## src/rtl/ddr3_native_arbiter.sv

```systemverilog
// ddr3_native_arbiter: write/read burst arbiter in front of the MIG
// native UI, issuing one BL8 command per 256-bit beat.
module ddr3_native_arbiter #(
  parameter int ADDR_STEP = 8,
  parameter int CNT_W     = 9
) (
  input  logic         ui_clk,
  input  logic         rst_n,
  input  logic         init_calib_complete,
  input  logic         wr_data_req,
  input  logic         rd_data_req,
  input  logic [2:0]   wr_cmd_rdcmd,
  input  logic [7:0]   wr_cmd_rdbl,
  input  logic [27:0]  wr_cmd_rdaddr,
  output logic         wr_cmd_rden,
  input  logic [2:0]   rd_cmd_rdcmd,
  input  logic [7:0]   rd_cmd_rdbl,
  input  logic [27:0]  rd_cmd_rdaddr,
  output logic         rd_cmd_rden,
  output logic         wr_fifo_rden,
  input  logic [255:0] wr_fifo_rdata,
  output logic         rd_fifo_wren,
  output logic [255:0] rd_fifo_wdata,
  output logic [2:0]   app_cmd,
  output logic [27:0]  app_addr,
  output logic         app_en,
  input  logic         app_rdy,
  output logic [255:0] app_wdf_data,
  output logic         app_wdf_wren,
  output logic         app_wdf_end,
  output logic [31:0]  app_wdf_mask,
  input  logic         app_wdf_rdy,
  input  logic [255:0] app_rd_data,
  input  logic         app_rd_data_valid
);

  typedef enum logic [1:0] {IDLE, WR, RD, DONE} state_t;

  state_t           state_q;
  logic [2:0]       cmd_q;
  logic [7:0]       bl_q;
  logic [27:0]      base_q;
  logic [CNT_W-1:0] cmd_cnt_q;
  logic [CNT_W-1:0] dat_cnt_q;
  logic [CNT_W-1:0] cmd_cnt_d;
  logic [CNT_W-1:0] dat_cnt_d;
  logic [CNT_W-1:0] bl_w;
  logic             last_wr_q;
  logic             wr_done_q;
  logic             rd_done_q;
  logic             busy;
  logic             cmd_acc;
  logic             wdat_acc;
  logic             rdat_acc;
  logic             sel_wr;
  logic [7:0]       sel_bl;

  always_comb begin
    busy      = (state_q == WR) || (state_q == RD);
    bl_w      = CNT_W'(bl_q);
    app_en    = busy && (cmd_cnt_q < bl_w);
    app_wdf_wren = (state_q == WR) && (dat_cnt_q < bl_w);
    cmd_acc   = app_en && app_rdy;
    wdat_acc  = app_wdf_wren && app_wdf_rdy;
    rdat_acc  = (state_q == RD) && app_rd_data_valid
                && (dat_cnt_q < bl_w);
    cmd_cnt_d = cmd_cnt_q + CNT_W'(cmd_acc);
    dat_cnt_d = dat_cnt_q + CNT_W'(wdat_acc || rdat_acc);
    // ties go to whichever type was not served last
    sel_wr    = wr_data_req && (!rd_data_req || !last_wr_q);
    sel_bl    = sel_wr ? wr_cmd_rdbl : rd_cmd_rdbl;
  end

  assign app_cmd       = cmd_q;
  assign app_addr      = base_q + 28'(cmd_cnt_q) * 28'(ADDR_STEP);
  assign app_wdf_data  = wr_fifo_rdata;
  assign app_wdf_end   = app_wdf_wren;
  assign app_wdf_mask  = '0;
  assign wr_fifo_rden  = wdat_acc;
  assign rd_fifo_wren  = app_rd_data_valid;
  assign rd_fifo_wdata = app_rd_data;
  assign wr_cmd_rden   = wr_done_q;
  assign rd_cmd_rden   = rd_done_q;

  always_ff @(posedge ui_clk or negedge rst_n) begin
    if (!rst_n) begin
      state_q   <= IDLE;
      cmd_q     <= '0;
      bl_q      <= '0;
      base_q    <= '0;
      cmd_cnt_q <= '0;
      dat_cnt_q <= '0;
      last_wr_q <= 1'b0;
      wr_done_q <= 1'b0;
      rd_done_q <= 1'b0;
    end else begin
      wr_done_q <= 1'b0;
      rd_done_q <= 1'b0;
      unique case (state_q)
        IDLE: begin
          if (init_calib_complete && (wr_data_req || rd_data_req)) begin
            cmd_q     <= sel_wr ? wr_cmd_rdcmd : rd_cmd_rdcmd;
            bl_q      <= sel_bl;
            base_q    <= sel_wr ? wr_cmd_rdaddr : rd_cmd_rdaddr;
            cmd_cnt_q <= '0;
            dat_cnt_q <= '0;
            last_wr_q <= sel_wr;
            if (sel_bl == 8'd0) state_q <= DONE;
            else if (sel_wr)    state_q <= WR;
            else                state_q <= RD;
          end
        end
        WR, RD: begin
          cmd_cnt_q <= cmd_cnt_d;
          dat_cnt_q <= dat_cnt_d;
          if ((cmd_cnt_d == bl_w) && (dat_cnt_d == bl_w))
            state_q <= DONE;
        end
        DONE: begin
          wr_done_q <= last_wr_q;
          rd_done_q <= !last_wr_q;
          state_q   <= IDLE;
        end
        default: state_q <= IDLE;
      endcase
    end
  end

endmodule

```

## config.mk

```make
export PLATFORM = sky130hd
export DESIGN_NAME = ddr3_native_arbiter
export DESIGN_NICKNAME = d
export VERILOG_FILES = /design/src/rtl/ddr3_native_arbiter.sv
export SDC_FILE = /design/constraint.sdc
export NUM_CORES = 1
export LEC_CHECK = 0
export BUFFER_PORTS_ARGS = -buffer_cell sky130_fd_sc_hd__buf_2
export CORE_AREA = 2 2 459 461
export CTS_BUF_LIST = sky130_fd_sc_hd__clkbuf_4 sky130_fd_sc_hd__clkbuf_8 sky130_fd_sc_hd__clkbuf_16
export DETAILED_ROUTE_END_ITERATION = 12
export DIE_AREA = 0 0 461 463
export PLACE_DENSITY = 0.3
export SLEW_MARGIN = 30
export SYNTH_ARGS = -nofsm -noshare
export SYNTH_HDL_FRONTEND = slang
export SYNTH_SLANG_ARGS = --single-unit
```

## constraint.sdc

```tcl
create_clock -name ui_clk -period 10.7 [get_ports ui_clk]
set_input_delay 0.535 -clock ui_clk [delete_from_list [all_inputs] [get_ports ui_clk]]
set_output_delay 0.535 -clock ui_clk [all_outputs]
set_load 0.005 [all_outputs]
```

# Yosys cells after proc, flatten, opt, wreduce, memory -nomap -nowiden
# Cells that the tools add are included.
[word_totals] in_bits=598 elab_cells=56 output_inout_bits=582 register_bits=62
[classes] mux=13 reduce_logical=22 eq_ne=7 order_cmp=2 n_addsub=3
[op_table] operator="$pmux W9 S2" count=2
[op_table] operator="$add A28 B12 Y28" count=1
[op_table] operator="$mux W28" count=1
[op_table] operator="$add A9 B1 Y9" count=2
[op_table] operator="$eq A9 B8 Y1" count=2
[op_table] operator="$lt A9 B8 Y1" count=2
[op_table] operator="$logic_and A1 B1 Y1" count=9
[op_table] operator="$mux W9" count=1
[op_table] operator="$logic_not A8 Y1" count=1
[op_table] operator="$mux W2" count=4
[op_table] operator="$mux W8" count=1
[op_table] operator="$pmux W2 S3" count=1
[op_table] operator="$reduce_and A2 Y1" count=3
[op_table] operator="$eq A2 B2 Y1 const B" count=2
[op_table] operator="$logic_or A1 B1 Y1" count=4
[op_table] operator="$ne A2 B2 Y1 const B" count=2
[op_table] operator="$mux W3" count=1
[op_table] operator="$eq A2 B1 Y1 const B" count=1
[op_table] operator="$logic_not A1 Y1" count=2
[op_table] operator="$logic_not A2 Y1" count=1
[op_table] operator="$mux W1" count=2
[op_table] operator="$reduce_bool A2 Y1" count=1
[op_table] operator="$reduce_or A2 Y1" count=1

# Depth between registers and ports, before layout
# Gate-level depths: netlist of run 1.
[logic_depth] ltp_word=9 mapped_depth=17 depth_no_buf=17

# Worst setup path before layout of run 1
# OpenSTA, ideal clock, no wires.
[synth_path] kind="reg-to-reg" start="register bl_q[1]" end="register state_q[0]" required_time_ns=10.634 path_slack_ns=7.110 synth_period_minus_slack_ns=3.590 arrival_time_ns=3.524 stages_incl_launch_ff=18 setup_ns=0.066 n_path_buf=0 cell_sequence="dfrtp_1 inv_1 ha_1 a21o_1 a21o_1 a211oi_1 o21bai_1 a31oi_1 and2_1 ha_1 ha_1 nand2_2 or3_4 a221oi_2 a21oi_2 nor4_4 mux2_4 nand3_2"
[synth_via] word_cells_on_any_way=15 cone_classes="add/sub (2); order compare (2); eq/ne (3); reduce/logical (8)"
[synth_lines] element="start, declared" line="41" text="logic [7:0] bl_q;"
[synth_lines] element="start signal, assigned" line="103" text="bl_q <= sel_bl;"
[synth_lines] element="$lt A9 B8 Y1" line="61" text="app_en = busy && (cmd_cnt_q < bl_w);"
[synth_lines] element="$logic_and A1 B1 Y1" line="61"
[synth_lines] element="via app_en" line="26" text="output logic app_en,"
[synth_lines] element="$logic_and A1 B1 Y1" line="63" text="cmd_acc = app_en && app_rdy;"
[synth_lines] element="$add A9 B1 Y9" line="67" text="cmd_cnt_d = cmd_cnt_q + CNT_W'(cmd_acc);"
[synth_lines] element="$eq A9 B8 Y1" line="116" text="if ((cmd_cnt_d == bl_w) && (dat_cnt_d == bl_w))"
[synth_lines] element="$logic_and A1 B1 Y1" line="116"
[synth_lines] element="$ne A2 B2 Y1 (no line)"
[synth_lines] element="$reduce_and A2 Y1 (no line)"
[synth_lines] element="end signal, assigned" line="117" text="state_q <= DONE;"
[synth_lines] element="end signal, assigned" line="122" text="state_q <= IDLE;"
[synth_lines] element="end signal, assigned" line="124" text="default: state_q <= IDLE;"
[synth_lines] element="end, declared" line="39" text="state_t state_q;"
# The timed path passes the listed nets, and every way through them passes these cells.
# A chain may end at the register's enable or synchronous reset.

# Final worst setup path of run 1
[layout_path] start="register cmd_cnt_q[0]" end="output port app_addr[27]"
[layout_via] elab_chain_len=1
[layout_rtl] element="start, declared" line="43" text="logic [CNT_W-1:0] cmd_cnt_q;"
[layout_rtl] element="start signal, assigned" line="114" text="cmd_cnt_q <= cmd_cnt_d;"
[layout_rtl] element="$add A28 B12 Y28" line="75" text="assign app_addr = base_q + 28'(cmd_cnt_q) * 28'(ADDR_STEP);"
[layout_rtl] element="end, declared" line="25" text="output logic [27:0] app_addr,"
# Every way passes these cells.

==> results of run 1 <==
-- metrics by stage --
| stage | cell area (µm²) | setup slack (ns) | util | instances |
|---|---|---|---|---|
| 6_report | 9060 | 6.59 | 0.0435 | 3490 |
| 5_1_grt | 9050 | 6.19 | 0.0434 | 3485 |
| 4_1_cts | 9020 | 6.35 | 0.0433 | 3475 |
| 3_5_place_dp | 8720 | 6.61 | 0.0418 | 3459 |
| 3_3_place_gp | 8710 | 6.62 | 0.0418 | 3458 |
| 2_1_floorplan | 8770 | 7.11 | - | 1099 |
-- metal layers --
layer	vias to the layer above	wire length [µm]
li1	2127	-
met4	34	6820
met2	766	46300
met5	-	352
met1	2211	12900
met3	340	35100
-- logic make-up (layout without fill, tap and decap cells) --
logic type / after synthesis / in the layout / share of synthesized area
xor+xnor: 32 / 32 / 0.0324
mux: 42 / 42 / 0.0497
fa+ha+maj: 33 / 33 / 0.0486
buf+inv: 588 / 159 / 0.495
flops: 62 / 62 / 0.179
compound gates: 126 / 126 / 0.0885
simple gates: 184 / 184 / 0.106
other cells: 1 / 47 / 0.000433
-- critical path, delay by kind of cell, from the launching register on --
| kind | cells | cell delay (ns) |
|---|---|---|
| compound gates | 4 | 1.14 |
| xor+xnor | 1 | 0.24 |
| fa+ha+maj | 2 | 0.63 |
| buf+inv | 2 | 0.29 |
| flops | 1 | 0.45 |
| simple gates | 2 | 0.44 |
-- report_power, final --
part / total [mW] / leakage [nW] / switching (mW) / internal (mW)
logic: 0.725 / 1.93 / 0.455 / 0.270
registers: 0.410 / 0.801 / 0.0926 / 0.317
clock network: 0.332 / 0.149 / 0.144 / 0.188
-- sequential cells by signal (all words and copies together), names as in the netlist --
name         cells
cmd_cnt_q        9
wr_cmd_rden      1
dat_cnt_q        9
rd_cmd_rden      1
last_wr_q        1
base_q          28
bl_q             8
state_q          2
app_cmd          3
-- cells in the final DEF (no fill, tap or decap), drive strengths merged, types with 4 or more instances in the layout --
cell type and instances:
clkbuf 10, nand3 16, diode 15, mux2i 40, ha 32, nand2 80, a21oi 11, a21o 4
o21a 5, and2 6, conb 32, dfrtp 62, nand4 8, a31oi 5, a22o 6, buf 128
o31ai 4, nor4 5, o21ai 70, or3 6, inv 16, nor3 9, nor2 29, xor2 13
o21bai 5, xnor2 19, and3 8
-- worst paths after layout --
path,startpoint,endpoint,depth (start not counted)
setup reg to reg,cmd_cnt_q[1],state_q[1],16
hold reg to reg,base_q[1],base_q[1],2
setup / recovery,cmd_cnt_q[0],app_addr[27],11
hold / removal,rst_n,base_q[10],1
max in group asynchronous,rst_n,base_q[0],2
min in group ui_clk,rd_cmd_rdaddr[10],base_q[10],3
-- layout make-up --
| cell class | count | area (µm²) | share of cell area |
|---|---|---|---|
| well taps | 2805 | 3510 | 0.387 |
| multi-input cells | 449 | 2950 | 0.325 |
| flip-flops and latches | 62 | 1550 | 0.171 |
| repair buffers | 128 | 653 | 0.0721 |
| clock buffers | 10 | 239 | 0.0264 |
| clock inverters | 6 | 68.8 | 0.00759 |
| inverters | 15 | 56.3 | 0.00621 |
| diodes | 15 | 37.5 | 0.00414 |
==> run_summary.xml, run 1 <==
<?xml version="1.0" encoding="UTF-8"?>
<metrics>
  <group name="run_status">
    <metric name="run_status" unit="">finished clean</metric>
  </group>
  <group name="clocking">
    <metric name="cts_buffer_depth" unit="">2</metric>
    <metric name="postCtsHoldBufs" unit="">0</metric>
    <metric name="cts-htree-levels" unit="">3</metric>
    <metric name="clock_insertion_delay_worst_skew" unit="ns">0.40</metric>
    <metric name="clock_tree_sinks" unit="">62</metric>
    <metric name="post_cts_buffers" unit="">0</metric>
    <metric name="clk_transition_reported_paths" unit="ns">0.08</metric>
    <metric name="cts.root.buffer_cell" unit="">clkbuf_16</metric>
    <metric name="tritoncts" unit="">built</metric>
    <metric name="ctsResizeCount" unit="">0</metric>
    <metric name="cts_buffers" unit="">9</metric>
  </group>
  <group name="place">
    <metric name="finalWeightedCongestion" unit="">0.708</metric>
    <metric name="port_buffer_count" unit="">123</metric>
    <metric name="hpwlAfterDp" unit="µm">94500</metric>
  </group>
  <group name="yosys">
    <metric name="asyncSetResetFlopFracSynth" unit="">1.00</metric>
    <metric name="syn_area_per_cell" unit="µm²">8.10</metric>
    <metric name="synth-seq-area-share" unit="">0.179</metric>
    <metric name="postSynthCellCount" unit="">1068</metric>
    <metric name="ys_seq_elements" unit="">62</metric>
    <metric name="synth_top_flop_cell" unit="">dfrtp_1</metric>
    <metric name="synthesis.area" unit="µm²">8660</metric>
    <metric name="dominant_cells_by_area_after_synthesis" unit="">buf_4, dfrtp_1, ha_1</metric>
    <metric name="synth-warning-count" unit="">0</metric>
    <metric name="synth_most_common_cell" unit="">buf_4</metric>
    <metric name="post-synth-top-area-fraction" unit="">0.476</metric>
    <metric name="synth_top_cell_by_area" unit="">buf_4</metric>
    <metric name="synth_commonest_cells" unit="">buf_4, nand2_1, o21ai_0, dfrtp_1, mux2i_1</metric>
    <metric name="count_of_flip_flops_with_a_built_in_enable_after_synthesis" unit="">0</metric>
    <metric name="synth.lib_cells_used.distinct" unit="">59</metric>
  </group>
  <group name="global_route">
    <metric name="grt_pass1_wl" unit="µm">114000</metric>
    <metric name="grt_max_degree" unit="">67</metric>
    <metric name="total_gr_overflow" unit="">0</metric>
    <metric name="grt_antenna_before_repair" unit="">43</metric>
    <metric name="grt_use_met1" unit="">0.0335</metric>
    <metric name="globalRoute.busiestLayer" unit="">met2</metric>
    <metric name="met3_layer_usage_reported_by_global_route" unit="">0.146</metric>
    <metric name="number_of_global_route_vias_before_repair" unit="">5507</metric>
    <metric name="grtUsageMet2" unit="">0.148</metric>
    <metric name="groute.usage.overall" unit="">0.0919</metric>
  </group>
  <group name="sta">
    <metric name="tightest_slew" unit="ns">0.852</metric>
    <metric name="relative_max_transition_margin" unit="">0.415</metric>
    <metric name="hold_ws" unit="ns">0.0161</metric>
    <metric name="slew_viol_final" unit="">0</metric>
    <metric name="max_freq" unit="MHz">243</metric>
    <metric name="fin_crit" unit="ns">4.11</metric>
    <metric name="fin_crit_sh" unit="">0.384</metric>
    <metric name="count_of_final_hold_check_violations" unit="">0</metric>
    <metric name="rsz0062_at_grt" unit="">no</metric>
    <metric name="finalClockSkew" unit="ns">0.0216</metric>
    <metric name="tns" unit="ns">0</metric>
    <metric name="finish_stage_setup_viols" unit="">0</metric>
  </group>
  <group name="floorplanning">
    <metric name="placementRows" unit="">168</metric>
    <metric name="fp.dieArea" unit="µm²">213000</metric>
    <metric name="core-area" unit="µm²">209000</metric>
    <metric name="die_height" unit="µm">463</metric>
    <metric name="ios" unit="">1180</metric>
    <metric name="floorplan.initialDensity" unit="">0.0415</metric>
    <metric name="die_width" unit="µm">461</metric>
  </group>
  <group name="critical_path">
    <metric name="cp.required" unit="ns">10.17</metric>
    <metric name="cp-start-kind" unit="">flop</metric>
    <metric name="endpoint_kind" unit="">output pin</metric>
    <metric name="crit_chain" unit="">ha_1 &gt; inv_1 &gt; fa_1 &gt; nor2b_1 &gt; o21ai_0 &gt; a21boi_0 &gt; o21bai_1 &gt; a21oi_1 &gt; nand3_1 &gt; xnor2_1 &gt; buf_2</metric>
    <metric name="cpPeakStageDelay" unit="ns">0.46</metric>
    <metric name="ff2ff_setup_slack" unit="ns">6.68</metric>
    <metric name="critical_path.max_fanout" unit="">4</metric>
    <metric name="worst_ep_arrival_time" unit="ns">3.58</metric>
    <metric name="path_class" unit="">flop to output pin</metric>
    <metric name="critPathSlowestCell" unit="">a21boi_0</metric>
  </group>
  <group name="route">
    <metric name="drt-vias-per-instance" unit="">1.57</metric>
    <metric name="avg_wl_per_cell" unit="µm">29.1</metric>
    <metric name="wl" unit="µm">101000</metric>
    <metric name="drt_drc_violations_left" unit="">0</metric>
    <metric name="drtPass1Iterations" unit="">4</metric>
    <metric name="via_count" unit="">5478</metric>
    <metric name="first_iter_violations" unit="">226</metric>
    <metric name="drt.antenna.violating_nets" unit="">0</metric>
  </group>
  <group name="pwr">
    <metric name="power_density" unit="nW/µm²">162</metric>
    <metric name="worst_vdd_rail_ir_drop" unit="mV">0.0870</metric>
    <metric name="leakagePower" unit="nW">2.88</metric>
    <metric name="finalPower" unit="mW">1.47</metric>
  </group>
  <group name="layout">
    <metric name="layout.filler_cells" unit="">24900</metric>
    <metric name="layout-drive-gt1-share" unit="">0.245</metric>
    <metric name="area_delta_synth_final" unit="%">4.68</metric>
    <metric name="layout.nets" unit="">1296</metric>
  </group>
  <group name="flow_run">
    <metric name="max-cap-violations" unit="">0</metric>
  </group>
  <group name="min_path">
    <metric name="timing.hold.worst.class" unit="">input pin to async pin</metric>
  </group>
</metrics>
Power figures use the tool's default switching activity.
==> run 2: changes to the inputs <==
--- a/config.mk
+++ b/config.mk
@@ -6,10 +6,10 @@
 export NUM_CORES = 1
 export LEC_CHECK = 0
 export BUFFER_PORTS_ARGS = -buffer_cell sky130_fd_sc_hd__buf_2
-export CORE_AREA = 2 2 459 461
+export CORE_AREA = 2 2 462 464
 export CTS_BUF_LIST = sky130_fd_sc_hd__clkbuf_4 sky130_fd_sc_hd__clkbuf_8 sky130_fd_sc_hd__clkbuf_16
 export DETAILED_ROUTE_END_ITERATION = 12
-export DIE_AREA = 0 0 461 463
+export DIE_AREA = 0 0 464 466
 export PLACE_DENSITY = 0.3
 export SLEW_MARGIN = 30
 export SYNTH_ARGS = -nofsm -noshare
==> constraint.sdc (replaced) <==
create_clock -name ui_clk -period 3.57 [get_ports ui_clk]
set_input_delay 0.1785 -clock ui_clk [delete_from_list [all_inputs] [get_ports ui_clk]]
set_output_delay 0.1785 -clock ui_clk [all_outputs]
set_load 0.005 [all_outputs]
==> run_summary.xml, run 2 (same netlist as run 1, synthesis figures left out) <==
<?xml version="1.0" encoding="UTF-8"?>
<metrics>
  <group name="global_route">
    <metric name="groute.usage.overall" unit="">0.0839</metric>
    <metric name="grt_pass1_wl" unit="µm">107000</metric>
    <metric name="number_of_global_route_vias_before_repair" unit="">5628</metric>
    <metric name="grt_max_degree" unit="">81</metric>
    <metric name="total_gr_overflow" unit="">0</metric>
    <metric name="grt_antenna_before_repair" unit="">32</metric>
  </group>
  <group name="layout">
    <metric name="layout.nets" unit="">1358</metric>
    <metric name="regMostFlops" unit="">base_q</metric>
    <metric name="largest_register_ff_count" unit="">28</metric>
    <metric name="layout_common_cells" unit="">buf_2, nand2_1, o21ai_0</metric>
    <metric name="layoutNonFillerInstCount" unit="">3562</metric>
    <metric name="area_delta_synth_final" unit="%">11.6</metric>
    <metric name="finalInstanceArea" unit="µm²">9660</metric>
    <metric name="reg_top3" unit="">base_q (28), cmd_cnt_q (9), dat_cnt_q (9)</metric>
    <metric name="mostFrequentLayoutCell" unit="">buf_2</metric>
    <metric name="layout-drive-gt1-share" unit="">0.327</metric>
  </group>
  <group name="pwr">
    <metric name="share_seq_of_total_power" unit="">0.243</metric>
    <metric name="netSwitchingFraction" unit="">0.447</metric>
    <metric name="power_frac_comb" unit="">0.543</metric>
    <metric name="worst_vdd_rail_ir_drop" unit="mV">0.263</metric>
    <metric name="p_sw" unit="mW">2.16</metric>
    <metric name="leakagePower" unit="nW">3.19</metric>
    <metric name="power.clock.fraction" unit="">0.214</metric>
    <metric name="p_int" unit="mW">2.68</metric>
    <metric name="power_density" unit="nW/µm²">501</metric>
  </group>
  <group name="place">
    <metric name="placement.cell_area" unit="µm²">9120</metric>
    <metric name="number_of_cells_after_detailed_placement" unit="">3523</metric>
    <metric name="hpwlAfterDp" unit="µm">87100</metric>
    <metric name="finalWeightedCongestion" unit="">0.720</metric>
    <metric name="port_buffer_count" unit="">123</metric>
  </group>
  <group name="sta">
    <metric name="max_freq" unit="MHz">280</metric>
    <metric name="relative_max_transition_margin" unit="">0.423</metric>
    <metric name="count_of_final_hold_check_violations" unit="">0</metric>
    <metric name="finalClockSkew" unit="ns">0.0161</metric>
    <metric name="fin_crit_sh" unit="">1.00</metric>
    <metric name="tightest_slew" unit="ns">0.865</metric>
    <metric name="slew_viol_final" unit="">0</metric>
    <metric name="fin_crit" unit="ns">3.57</metric>
    <metric name="finish_stage_setup_viols" unit="">0</metric>
    <metric name="rsz0062_at_grt" unit="">yes</metric>
    <metric name="tns" unit="ns">0</metric>
  </group>
  <group name="floorplanning">
    <metric name="die_height" unit="µm">466</metric>
    <metric name="ios" unit="">1180</metric>
    <metric name="core-area" unit="µm²">211000</metric>
    <metric name="fp.dieArea" unit="µm²">216000</metric>
    <metric name="floorplan.initialDensity" unit="">0.0410</metric>
    <metric name="die_width" unit="µm">464</metric>
    <metric name="placementRows" unit="">169</metric>
  </group>
  <group name="route">
    <metric name="drt.antenna.violating_nets" unit="">0</metric>
    <metric name="first_iter_violations" unit="">322</metric>
    <metric name="drt-vias-per-instance" unit="">1.60</metric>
    <metric name="drt_drc_violations_left" unit="">0</metric>
    <metric name="wl" unit="µm">94100</metric>
    <metric name="avg_wl_per_cell" unit="µm">26.4</metric>
    <metric name="via_count" unit="">5682</metric>
    <metric name="drtPass1Iterations" unit="">5</metric>
  </group>
  <group name="clocking">
    <metric name="cts-htree-levels" unit="">3</metric>
    <metric name="clock_insertion_delay_worst_skew" unit="ns">0.42</metric>
    <metric name="cts.root.buffer_cell" unit="">clkbuf_16</metric>
    <metric name="cts_buffers" unit="">9</metric>
    <metric name="tritoncts" unit="">built</metric>
    <metric name="cts_buffer_depth" unit="">2</metric>
    <metric name="clock_tree_sinks" unit="">62</metric>
    <metric name="clk_transition_reported_paths" unit="ns">0.07</metric>
  </group>
  <group name="critical_path">
    <metric name="cp.required" unit="ns">3.92</metric>
    <metric name="path_class" unit="">flop to flop</metric>
    <metric name="timing.reg2reg.worst_path_depth" unit="">18</metric>
    <metric name="cp-start-kind" unit="">flop</metric>
    <metric name="endpoint_kind" unit="">flop</metric>
    <metric name="worst_ep_arrival_time" unit="ns">3.92</metric>
    <metric name="worstReg2RegStart" unit="">bl_q[1]</metric>
    <metric name="critical_path.reg2reg.endpoint" unit="">state_q[0]</metric>
    <metric name="ff2ff_setup_slack" unit="ns">0.0005</metric>
    <metric name="critical_path.max_fanout" unit="">9</metric>
  </group>
  <group name="min_path">
    <metric name="hold-path-cell-count" unit="">3</metric>
    <metric name="worstHoldStart" unit="">rd_cmd_rdaddr[14]</metric>
    <metric name="min_delay_worst_endpoint" unit="">base_q[14]</metric>
    <metric name="timing.hold.worst.class" unit="">input pin to flop</metric>
  </group>
  <group name="flow_run">
    <metric name="max-cap-violations" unit="">0</metric>
  </group>
  <group name="run_status">
    <metric name="run_status" unit="">finished clean</metric>
  </group>
</metrics>
run 2: repair_timing:
item / 4_1_cts / 5_1_grt
endpoints found under the setup margin: 3 / 5
endpoints found under the hold margin: 45 / 0
setup buffers: 14 / 1
resized for setup: 17 / 6
hold buffers: 1 / 0
pin swaps: 18 / 1
run 2: metal layers:
metal,up-vias,global-route usage,share of wire
met5,-,0.00505,0.0024
met4,20,0.0500,0.059
met3,317,0.140,0.35
met2,797,0.130,0.45
met1,2298,0.0321,0.14
li1,2250,-,-
run 2: cell type report:
cell class	count	area, µm²
Fill cell	25000	202000
Timing Repair Buffer	190	1160
Clock inverter	5	58.8
Inverter	15	56.3
Tap cell	2821	3530
Clock buffer	11	246
Multi-Input combinational cell	449	3030
Sequential cell	62	1550
Antenna cell	9	22.5
run 2: through the flow:
step	utilization	setup WS [ns]	hold WS, ns	power, mW
finish	0.0457	0.000503	0.0529	4.84
CTS	0.0456	-0.0188	0.0130	4.99
global route	0.0457	-0.206	0.0650	5.28
global placement	0.0432	-0.169	0.315	3.62
floorplan	-	0.0131	-0.117	2.91
detailed placement	0.0432	-0.207	0.319	3.61
run 2: how the worst max path moves through the flow:
stage,start,to,slack [ns]
after global routing,bl_q[1],state_q[1],-0.21
final,bl_q[1],state_q[0],0.0005
after global placement,bl_q[1],state_q[1],-0.17
after CTS,bl_q[1],state_q[1],-0.02
after floorplan,cmd_cnt_q[1],state_q[0],0.01
after detailed placement,bl_q[1],state_q[1],-0.21
run 2: worst max-delay path: stages, from the launching register on:
cell,delay [ns]
dfrtp_1,0.39
inv_2,0.08
ha_4,0.19
a21o_1,0.17
a21o_1,0.16
a211oi_2,0.17
o21bai_1,0.09
a31oi_1,0.20
and2_1,0.17
ha_2,0.20
buf_4,0.11
nand3_1,0.17
buf_4,0.23
or3_1,0.35
o22ai_1,0.11
a211o_1,0.24
nand4_1,0.13
mux2_4,0.29
nand3_2,0.06
run 2: power by group through the flow:
stage	combinational, mW	clock, mW	sequential, mW
5_1_grt	2.96	1.10	1.22
6_report	2.63	1.04	1.18
2_1_floorplan	1.78	0	1.13
3_5_place_dp	2.42	0	1.19
4_1_cts	2.70	1.11	1.19
3_3_place_gp	2.44	0	1.19
